==> config.mk <==
export PLATFORM = sky130hd
export DESIGN_NAME = alu_arbiter
export DESIGN_NICKNAME = d
export VERILOG_FILES = /design/src/rtl/alu_pkg.sv /design/src/rtl/rr_arb2.sv /design/src/rtl/alu_arbiter.sv
export SDC_FILE = /design/constraint.sdc
export NUM_CORES = 1
export LEC_CHECK = 0
export CORE_ASPECT_RATIO = 1.2
export CORE_MARGIN = 5
export CORE_UTILIZATION = 42
export DETAILED_ROUTE_END_ITERATION = 8
export PLACE_DENSITY = 0.87
export RECOVER_POWER = 50
export SLEW_MARGIN = 30
export SYNTH_ARGS = -nofsm -noshare
export SYNTH_HDL_FRONTEND = slang
export SYNTH_SLANG_ARGS = --single-unit
==> constraint.sdc <==
create_clock -name clk -period 5.1 [get_ports clk]
set_clock_uncertainty 0.1 [all_clocks]
set_input_delay 1.02 -clock clk [delete_from_list [all_inputs] [get_ports clk]]
set_output_delay 1.02 -clock clk [all_outputs]
set_load 0.05 [all_outputs]
==> src/rtl/alu_pkg.sv <==
// alu_pkg
// Shared constants and types for the ALU arbiter slice:
//   - ALU_WIDTH : default operand/result width (must match the ALU instance)
//   - OP_*      : ALU opcode encodings; 6 and 7 are illegal
//   - state_e   : arbiter FSM state encoding
//   - helpers   : opcode legality and carry-producing classification
package alu_pkg;

    localparam int ALU_WIDTH = 16;

    localparam logic [2:0] OP_ADD = 3'd0;
    localparam logic [2:0] OP_SUB = 3'd1;
    localparam logic [2:0] OP_AND = 3'd2;
    localparam logic [2:0] OP_OR  = 3'd3;
    localparam logic [2:0] OP_SLT = 3'd4;
    localparam logic [2:0] OP_EQ  = 3'd5;

    typedef enum logic [1:0] {
        IDLE = 2'd0,
        EXEC = 2'd1,
        RESP = 2'd2
    } state_e;

    function automatic logic op_is_legal(input logic [2:0] op);
        return (op <= OP_EQ);
    endfunction

    // Only the arithmetic ops report a meaningful carry-out.
    function automatic logic op_has_carry(input logic [2:0] op);
        return (op == OP_ADD) || (op == OP_SUB);
    endfunction

endpackage

==> src/rtl/rr_arb2.sv <==
// rr_arb2
// Two-way round-robin grant, purely combinational. The grant pointer
// (last_grant) is owned and updated by the parent.
// Ports:
//   valid0, valid1 : request present from requester 0 / 1
//   last_grant     : index of the requester served most recently
//   gnt_valid      : some requester is granted
//   gnt_id         : index of the granted requester (meaningful when gnt_valid)
module rr_arb2 (
    input  logic valid0,
    input  logic valid1,
    input  logic last_grant,
    output logic gnt_valid,
    output logic gnt_id
);

    always_comb begin
        gnt_valid = valid0 | valid1;
        // req1 wins when it is alone, or on a tie when req0 was served last.
        gnt_id    = valid1 & (~valid0 | ~last_grant);
    end

endmodule

==> src/rtl/alu_arbiter.sv <==
// alu_arbiter
// Shares one ALU between two requesters (0: datapath sequencer,
// 1: branch/compare unit) with round-robin fairness. A granted request's
// operands are registered, driven to the ALU for one execute cycle, and the
// result/flags are captured into a response register held until accepted.
//
//   state | meaning
//   ------+-----------------------------------------------------------
//   IDLE  | waiting for a request; grants one and loads its operands
//   EXEC  | operand registers drive the ALU; result captured at the edge
//   RESP  | response held on rsp_*; returns to IDLE on rsp_ready
//
// Ports:
//   clk, rst_n                    : clock, async active-low reset
//   reqN_valid/ready              : request handshake, N = 0/1
//   reqN_op/a/b/cin               : request opcode, operands, carry-in
//   alu_x/y/op/cin                : drive to the ALU (held from registers)
//   alu_out/cout/lt/eq/gt         : ALU result and flags
//   rsp_valid/ready               : response handshake
//   rsp_id/data/cout/lt/eq/gt/err : registered response fields
module alu_arbiter
    import alu_pkg::*;
#(
    parameter int WIDTH = ALU_WIDTH
) (
    input  logic             clk,
    input  logic             rst_n,

    input  logic             req0_valid,
    output logic             req0_ready,
    input  logic [2:0]       req0_op,
    input  logic [WIDTH-1:0] req0_a,
    input  logic [WIDTH-1:0] req0_b,
    input  logic             req0_cin,

    input  logic             req1_valid,
    output logic             req1_ready,
    input  logic [2:0]       req1_op,
    input  logic [WIDTH-1:0] req1_a,
    input  logic [WIDTH-1:0] req1_b,
    input  logic             req1_cin,

    output logic [WIDTH-1:0] alu_x,
    output logic [WIDTH-1:0] alu_y,
    output logic [2:0]       alu_op,
    output logic             alu_cin,
    input  logic [WIDTH-1:0] alu_out,
    input  logic             alu_cout,
    input  logic             alu_lt,
    input  logic             alu_eq,
    input  logic             alu_gt,

    output logic             rsp_valid,
    input  logic             rsp_ready,
    output logic             rsp_id,
    output logic [WIDTH-1:0] rsp_data,
    output logic             rsp_cout,
    output logic             rsp_lt,
    output logic             rsp_eq,
    output logic             rsp_gt,
    output logic             rsp_err
);

    state_e           state_q, state_d;
    logic             last_grant_q, last_grant_d;
    logic             id_q, id_d;
    logic [2:0]       op_q, op_d;
    logic [WIDTH-1:0] a_q, a_d;
    logic [WIDTH-1:0] b_q, b_d;
    logic             cin_q, cin_d;

    logic             rsp_id_q, rsp_id_d;
    logic [WIDTH-1:0] rsp_data_q, rsp_data_d;
    logic             rsp_cout_q, rsp_cout_d;
    logic             rsp_lt_q, rsp_lt_d;
    logic             rsp_eq_q, rsp_eq_d;
    logic             rsp_gt_q, rsp_gt_d;
    logic             rsp_err_q, rsp_err_d;

    logic             gnt_valid;
    logic             gnt_id;
    logic [2:0]       sel_op;
    logic [WIDTH-1:0] sel_a;
    logic [WIDTH-1:0] sel_b;
    logic             sel_cin;
    logic             grant_now;

    rr_arb2 u_rr_arb2 (
        .valid0     (req0_valid),
        .valid1     (req1_valid),
        .last_grant (last_grant_q),
        .gnt_valid  (gnt_valid),
        .gnt_id     (gnt_id)
    );

    always_comb begin
        sel_op  = gnt_id ? req1_op  : req0_op;
        sel_a   = gnt_id ? req1_a   : req0_a;
        sel_b   = gnt_id ? req1_b   : req0_b;
        sel_cin = gnt_id ? req1_cin : req0_cin;
        // Gated by rst_n so ready reads 0 while reset is held, even with
        // requests pending.
        grant_now  = rst_n && (state_q == IDLE) && gnt_valid;
        req0_ready = grant_now && !gnt_id;
        req1_ready = grant_now &&  gnt_id;
    end

    always_comb begin
        state_d      = state_q;
        last_grant_d = last_grant_q;
        id_d         = id_q;
        op_d         = op_q;
        a_d          = a_q;
        b_d          = b_q;
        cin_d        = cin_q;
        rsp_id_d     = rsp_id_q;
        rsp_data_d   = rsp_data_q;
        rsp_cout_d   = rsp_cout_q;
        rsp_lt_d     = rsp_lt_q;
        rsp_eq_d     = rsp_eq_q;
        rsp_gt_d     = rsp_gt_q;
        rsp_err_d    = rsp_err_q;

        unique case (state_q)
            IDLE: begin
                if (gnt_valid) begin
                    last_grant_d = gnt_id;
                    id_d         = gnt_id;
                    if (op_is_legal(sel_op)) begin
                        op_d    = sel_op;
                        a_d     = sel_a;
                        b_d     = sel_b;
                        cin_d   = sel_cin;
                        state_d = EXEC;
                    end else begin
                        // Illegal ops never reach the ALU, so its inputs keep
                        // their previous values and the error response is
                        // formed directly.
                        rsp_id_d   = gnt_id;
                        rsp_data_d = '0;
                        rsp_cout_d = 1'b0;
                        rsp_lt_d   = 1'b0;
                        rsp_eq_d   = 1'b0;
                        rsp_gt_d   = 1'b0;
                        rsp_err_d  = 1'b1;
                        state_d    = RESP;
                    end
                end
            end
            EXEC: begin
                rsp_id_d   = id_q;
                rsp_err_d  = 1'b0;
                rsp_lt_d   = alu_lt;
                rsp_eq_d   = alu_eq;
                rsp_gt_d   = alu_gt;
                rsp_cout_d = op_has_carry(op_q) ? alu_cout : 1'b0;
                case (op_q)
                    OP_ADD, OP_SUB, OP_AND, OP_OR, OP_SLT: rsp_data_d = alu_out;
                    // The ALU's op-5 result is not fully defined; the equality
                    // result is built from its eq flag instead.
                    OP_EQ:   rsp_data_d = {{(WIDTH-1){1'b0}}, alu_eq};
                    default: rsp_data_d = '0;
                endcase
                state_d = RESP;
            end
            RESP: begin
                if (rsp_ready) begin
                    state_d = IDLE;
                end
            end
            default: state_d = IDLE;
        endcase
    end

    always_ff @(posedge clk or negedge rst_n) begin
        if (!rst_n) begin
            state_q      <= IDLE;
            last_grant_q <= 1'b1;
            id_q         <= 1'b0;
            op_q         <= '0;
            a_q          <= '0;
            b_q          <= '0;
            cin_q        <= 1'b0;
            rsp_id_q     <= 1'b0;
            rsp_data_q   <= '0;
            rsp_cout_q   <= 1'b0;
            rsp_lt_q     <= 1'b0;
            rsp_eq_q     <= 1'b0;
            rsp_gt_q     <= 1'b0;
            rsp_err_q    <= 1'b0;
        end else begin
            state_q      <= state_d;
            last_grant_q <= last_grant_d;
            id_q         <= id_d;
            op_q         <= op_d;
            a_q          <= a_d;
            b_q          <= b_d;
            cin_q        <= cin_d;
            rsp_id_q     <= rsp_id_d;
            rsp_data_q   <= rsp_data_d;
            rsp_cout_q   <= rsp_cout_d;
            rsp_lt_q     <= rsp_lt_d;
            rsp_eq_q     <= rsp_eq_d;
            rsp_gt_q     <= rsp_gt_d;
            rsp_err_q    <= rsp_err_d;
        end
    end

    always_comb begin
        alu_x     = a_q;
        alu_y     = b_q;
        alu_op    = op_q;
        alu_cin   = cin_q;
        rsp_valid = (state_q == RESP);
        rsp_id    = rsp_id_q;
        rsp_data  = rsp_data_q;
        rsp_cout  = rsp_cout_q;
        rsp_lt    = rsp_lt_q;
        rsp_eq    = rsp_eq_q;
        rsp_gt    = rsp_gt_q;
        rsp_err   = rsp_err_q;
    end

endmodule
# [Word level (Yosys, flattened, before mapping)]
# Cells that the tools add are included.
[totals] reg_bits=62 inputBits=97 output_inout_bits=61 elab_cells=69
[op_classes] n_lt_le_gt_ge=1 eq_ne=10 muxes=25 bitwise=5 n_reduce_logical=14
[op_table] operator="$mux 16" count=4
[op_table] operator="$pmux 16 s2" count=2
[op_table] operator="$pmux 1 s2" count=6
[op_table] operator="$mux 1" count=8
[op_table] operator="$eq 3x2->1 const B" count=2
[op_table] operator="$eq 3x3->1 const B" count=2
[op_table] operator="$mux 2" count=3
[op_table] operator="$pmux 2 s3" count=1
[op_table] operator="$reduce_and 3->1" count=2
[op_table] operator="$reduce_or 5->1" count=1
[op_table] operator="$logic_and 1x1->1" count=4
[op_table] operator="$ne 2x2->1 const B" count=2
[op_table] operator="$reduce_and 2->1" count=2
[op_table] operator="$eq 3x1->1 const B" count=1
[op_table] operator="$le 3x3->1 const B" count=1
[op_table] operator="$logic_not 3->1" count=1
[op_table] operator="$mux 3" count=1
[op_table] operator="$eq 2x1->1 const B" count=1
[op_table] operator="$eq 2x2->1 const B" count=1
[op_table] operator="$logic_not 2->1" count=1
[op_table] operator="$ne 2x1->1 const B" count=1
[op_table] operator="$not 1->1" count=2
[op_table] operator="$or 1x1->1" count=2
[op_table] operator="$reduce_bool 2->1" count=1
[op_table] operator="3 further kinds" count=3

# [Depth between registers and ports, before layout]
[depth] depth_word=8 ltp_mapped=7 depth_no_buf=4

# [Modules after synthesis]
# From an unflattened synthesis, not the netlist that was laid out.
[unflattened] hier_cells=207 hier_area_um2=2992.9
[by_module_without_submodules] module="alu_arbiter" instances=1 cells_per_inst=205 area_per_inst_um2=2979.1 seq_area_each_um2=1552.7
[by_module_without_submodules] module="rr_arb2" instances=1 cells_per_inst=2 area_per_inst_um2=13.8 seq_area_each_um2=0.0

# [Worst setup path before layout]
# Ideal clock, no wire load.
[synth_path] kind="input-to-output" start="input req1_valid" end="output req0_ready" arrival_time_ns=2.666 required_ns=3.980 path_slack_ns=1.314 cell_stages=4 path_buffers=2 path_cell_list="a21boi_2 buf_4 buf_2 nor3b_1"
[synth_via] elab_chain_len=3 elab_cells_between_ends=5 cone_classes="2 x bitwise; 3 x reduce/logical"
[synth_lines] element="start: declaration" line_no="alu_arbiter.sv:36" source="input logic req1_valid,"
[synth_lines] element="$or 1x1->1 / $and 1x1->1 (equally long branches)" line_no="rr_arb2.sv:18, rr_arb2.sv:20"
[synth_lines] element="$logic_and 1x1->1 / $logic_not 1->1 (equally long branches)" line_no="alu_arbiter.sv:103, alu_arbiter.sv:104"
[synth_lines] element="$logic_and 1x1->1 (*)" line_no="alu_arbiter.sv:104" source="req0_ready = grant_now && !gnt_id;"
[synth_lines] element="end: declaration" line_no="alu_arbiter.sv:30" source="output logic req0_ready,"
# Every way passes the cells marked *; elsewhere a longest branch is shown, timed or not.

# [Worst setup path in the final report]
[layout_path] start="input req1_valid" end="output req1_ready"
[layout_via] elab_chain_len=3 elab_cells_between_ends=4 cone_classes="2 x bitwise; 2 x reduce/logical"
[layout_lines] element="$or 1x1->1" line_no="rr_arb2.sv:18" source="gnt_valid = valid0 | valid1;"
[layout_lines] element="$logic_and 1x1->1" line_no="alu_arbiter.sv:103" source="grant_now = rst_n && (state_q == IDLE) && gnt_valid;"
[layout_lines] element="$logic_and 1x1->1 (*)" line_no="alu_arbiter.sv:105" source="req1_ready = grant_now && gnt_id;"
[layout_lines] element="end: declaration" line_no="alu_arbiter.sv:37" source="output logic req1_ready,"
# Marks and branches as above.

==> results.yml <==
worst_setup_path:
  slowest_delay_ns: 0.80
  worstPathCellList: "dlygate4sd3_1, a21boi_4, and3_1, clkdlybuf4s50_1"
  required_ns: 3.98
  reg2regPathDepth: 6
  worstPathArrival_ns: 3.13
  worstPathMaxFanout: 12
  worst-path-buf-inv: 2
  cp_top_family: "buffers and inverters"
  rr_startpoint: "state_q[1]"
  worstReg2RegEnd: "alu_cin"
  cp-startpoint: "req1_valid"
  critPathLaunchType: "input port"
  cp-end-kind: "output port"
  crit_end: "req1_ready"
  worst-path-stages: 4
  worst_path_max_delay_cell: "clkdlybuf4s50_1"
  critPathKind: "in2out"
  r2r_slack_ns: 2.15
final_layout:
  multi_input_area_sq_um: 1160
  drive_above_1_share_pct: 6.00
  syn_to_final_growth_pct: 64.6
  insertedDiodeCount: 0
  final_nets: 510
  layout_commonest_cell: "clkdlybuf4s50_1"
  final_cell_mix: "clkdlybuf4s50_1 (128), o21ai_1 (61), dfrtp_1 (61), mux2i_1 (34), dlygate4sd3_1 (28)"
  fill_cells: 511
  seq_area_sq_um: 1550
yosys:
  yosysTopAreaCell: "dfrtp_1"
  yosys.area_share.simple_pct: 6.07
  seq_area_frac_synth_pct: 55.0
  yosysWarningCount: 0
  avgSynthCellArea_sq_um: 10.9
  synth-xor-area-share_pct: 0
  synthDistinctLibCells: 32
  synth_flop_cell: "dfrtp_1"
  syn_nets: 357
  muxShareOfSynthArea_pct: 12.4
  synth_top_area_share_pct: 54.0
  ys_ff_latch: 62
  synth_top_family_by_area: "compound AO/OA/AOI/OAI gates"
  netlist_area_sq_um: 2830
  synthArstFlopShare_pct: 100
  synth-compound-area-share_pct: 21.8
  syn_inst: 260
  synthAdderAreaFrac_pct: 0
  synthTopCellsByArea: "dfrtp_1 (54%), mux2i_1 (12%), o21ai_1 (11%), a22o_1 (5.3%), o21ai_0 (2.1%)"
  synth_edf_count: 0
drt:
  postRouteAntennaNets: 0
  wl_mm: 8.52
  vias: 2685
  drc: 0
  first_pass_iters: 5
  drt_iter0_markers: 116
  viasPerCell: 5.35
  wire_per_inst_um: 17.0
timing:
  max_freq_mhz: 235
  tightestPinTransition_ns: 1.49
  relSlewSlack_pct: 0.914
  setup-tns-final_ns: 0
  finalCritPeriodShare_pct: 83.3
  finalHoldViolCount: 0
  setup_slack_ns: 0.851
  drv_slew: 0
  setup_violations: 0
  rsz0062_at_grt: "no"
  fin_crit_ns: 4.25
floorplanning:
  fp.coreArea_sq_um: 6490
  die_y_um: 99.8
  ios: 158
  start_util_pct: 43.6
  die-area_sq_um: 8470
  die_w_um: 84.9
  rows: 32
cts:
  cts_tree: "built"
  clk_pin_slew_worst_paths_ns: 0.06
  ctsHtreeMaxLevel: 3
  root_buffer: "clkbuf_8"
  cts_num_sinks: 62
  clockBufferDepth: 2
  postCtsSetupBuffers: 0
  cts_repair_resize_count: 0
  clock_latency_ns: 0.32
  holdBufCountCts: 0
  cts_buffers: 9
global_route:
  track_usage_pct: 19.9
  antenna_found_initial: 0
  grt_max_degree: 62
  grt_pass1_vias: 2736
  grt_overflow: 0
  grt_pass1_wl_mm: 13.4
outcome:
  status: "completed"
power_and_ir_drop:
  pwr_density_cell_nw_per_um2: 659
  p_leak_uw: 0.00199
  vdd_drop_max_v: 0.000421
placed_design:
  dp_hpwl_mm: 6.47
  gp_congestion: 0.806
  io_buffers: 157
  pre_cts_slack_ns: 0.922
min_path:
  min_from: "alu_x[2]"
  hold_class: "reg2reg"
flow_run:
  drv_cap: 0
-- synthesized netlist by cell type (2+ instances only) --
cell	count
o21ai_1	62
dfrtp_1	61
mux2i_1	35
a22o_1	17
nand2_1	12
o21ai_0	12
clkbuf_1	8
buf_2	6
nor2_1	6
a31oi_1	5
nand2b_1	5
buf_6	4
a21oi_1	3
inv_1	3
nand3_1	3
buf_4	2
-- state kept, by name, indices dropped and copies added, names as in the netlist --
register,cells
rsp_err,1
rsp_lt,1
rsp_gt,1
rsp_eq,1
last_grant_q,1
alu_op,3
state_q,2
alu_x,16
id_q,1
rsp_cout,1
alu_cin,1
alu_y,16
rsp_data,16
rsp_id,1
-- stage by stage --
step                hold WS (ns)  total power, uW  util (%)  area, sq um  cells
floorplan                  0.374             2040         -         2830    260
global placement           0.380             2630      68.6         4450    487
detailed placement         0.392             2670      68.6         4450    487
CTS                        0.406             3130      71.8         4650    502
global route               0.415             3220      71.7         4650    502
finish                     0.393             3070      71.7         4650    502
-- cell type report --
type / count / area share (%)
Inverter: 4 / 0.323
Multi-Input combinational cell: 174 / 25.0
Clock buffer: 10 / 2.74
Sequential cell: 62 / 33.4
Clock inverter: 5 / 1.61
Tap cell: 85 / 2.29
Timing Repair Buffer: 162 / 34.7
-- metal layers --
| layer | part of all wire [%] | wire (um) | up-vias | global-route usage, % |
|---|---|---|---|---|
| met5 | 0 | 0 | - | 0 |
| met4 | 2.2 | 184 | 0 | 7.67 |
| met3 | 8.6 | 732 | 15 | 5.83 |
| met2 | 50 | 4280 | 133 | 34.6 |
| met1 | 39 | 3330 | 1287 | 23.0 |
| li1 | - | - | 1250 | - |
-- worst min-delay path by stage --
stage,endpoint,depth (start not counted)
2_1_floorplan,id_q,1
3_3_place_gp,alu_y[15],2
3_5_place_dp,alu_y[7],2
4_1_cts,alu_x[2],2
5_1_grt,rsp_data[15],1
6_report,alu_x[2],2
-- cells by family (layout without fill, tap and decap cells) --
kind of cell,after synthesis,count (layout)
compound gates,104,104
flops,62,62
mux,35,35
simple gates,35,35
buf+inv,24,181
-- worst register-to-register path, cell delays in order (launching register included) --
cell and delay, ns:
dfrtp_1 0.46, nor2_2 0.13, o21ai_2 0.08, clkbuf_1 1.10
or2_1 0.64, buf_12 0.24, o21ai_1 0.09
-- power breakdown --
part,internal [uW],total [uW],switching [uW]
registers,714,846,132
clock network,270,448,177
logic,598,1770,1170
No activity file was read; power rests on OpenSTA's default activity.
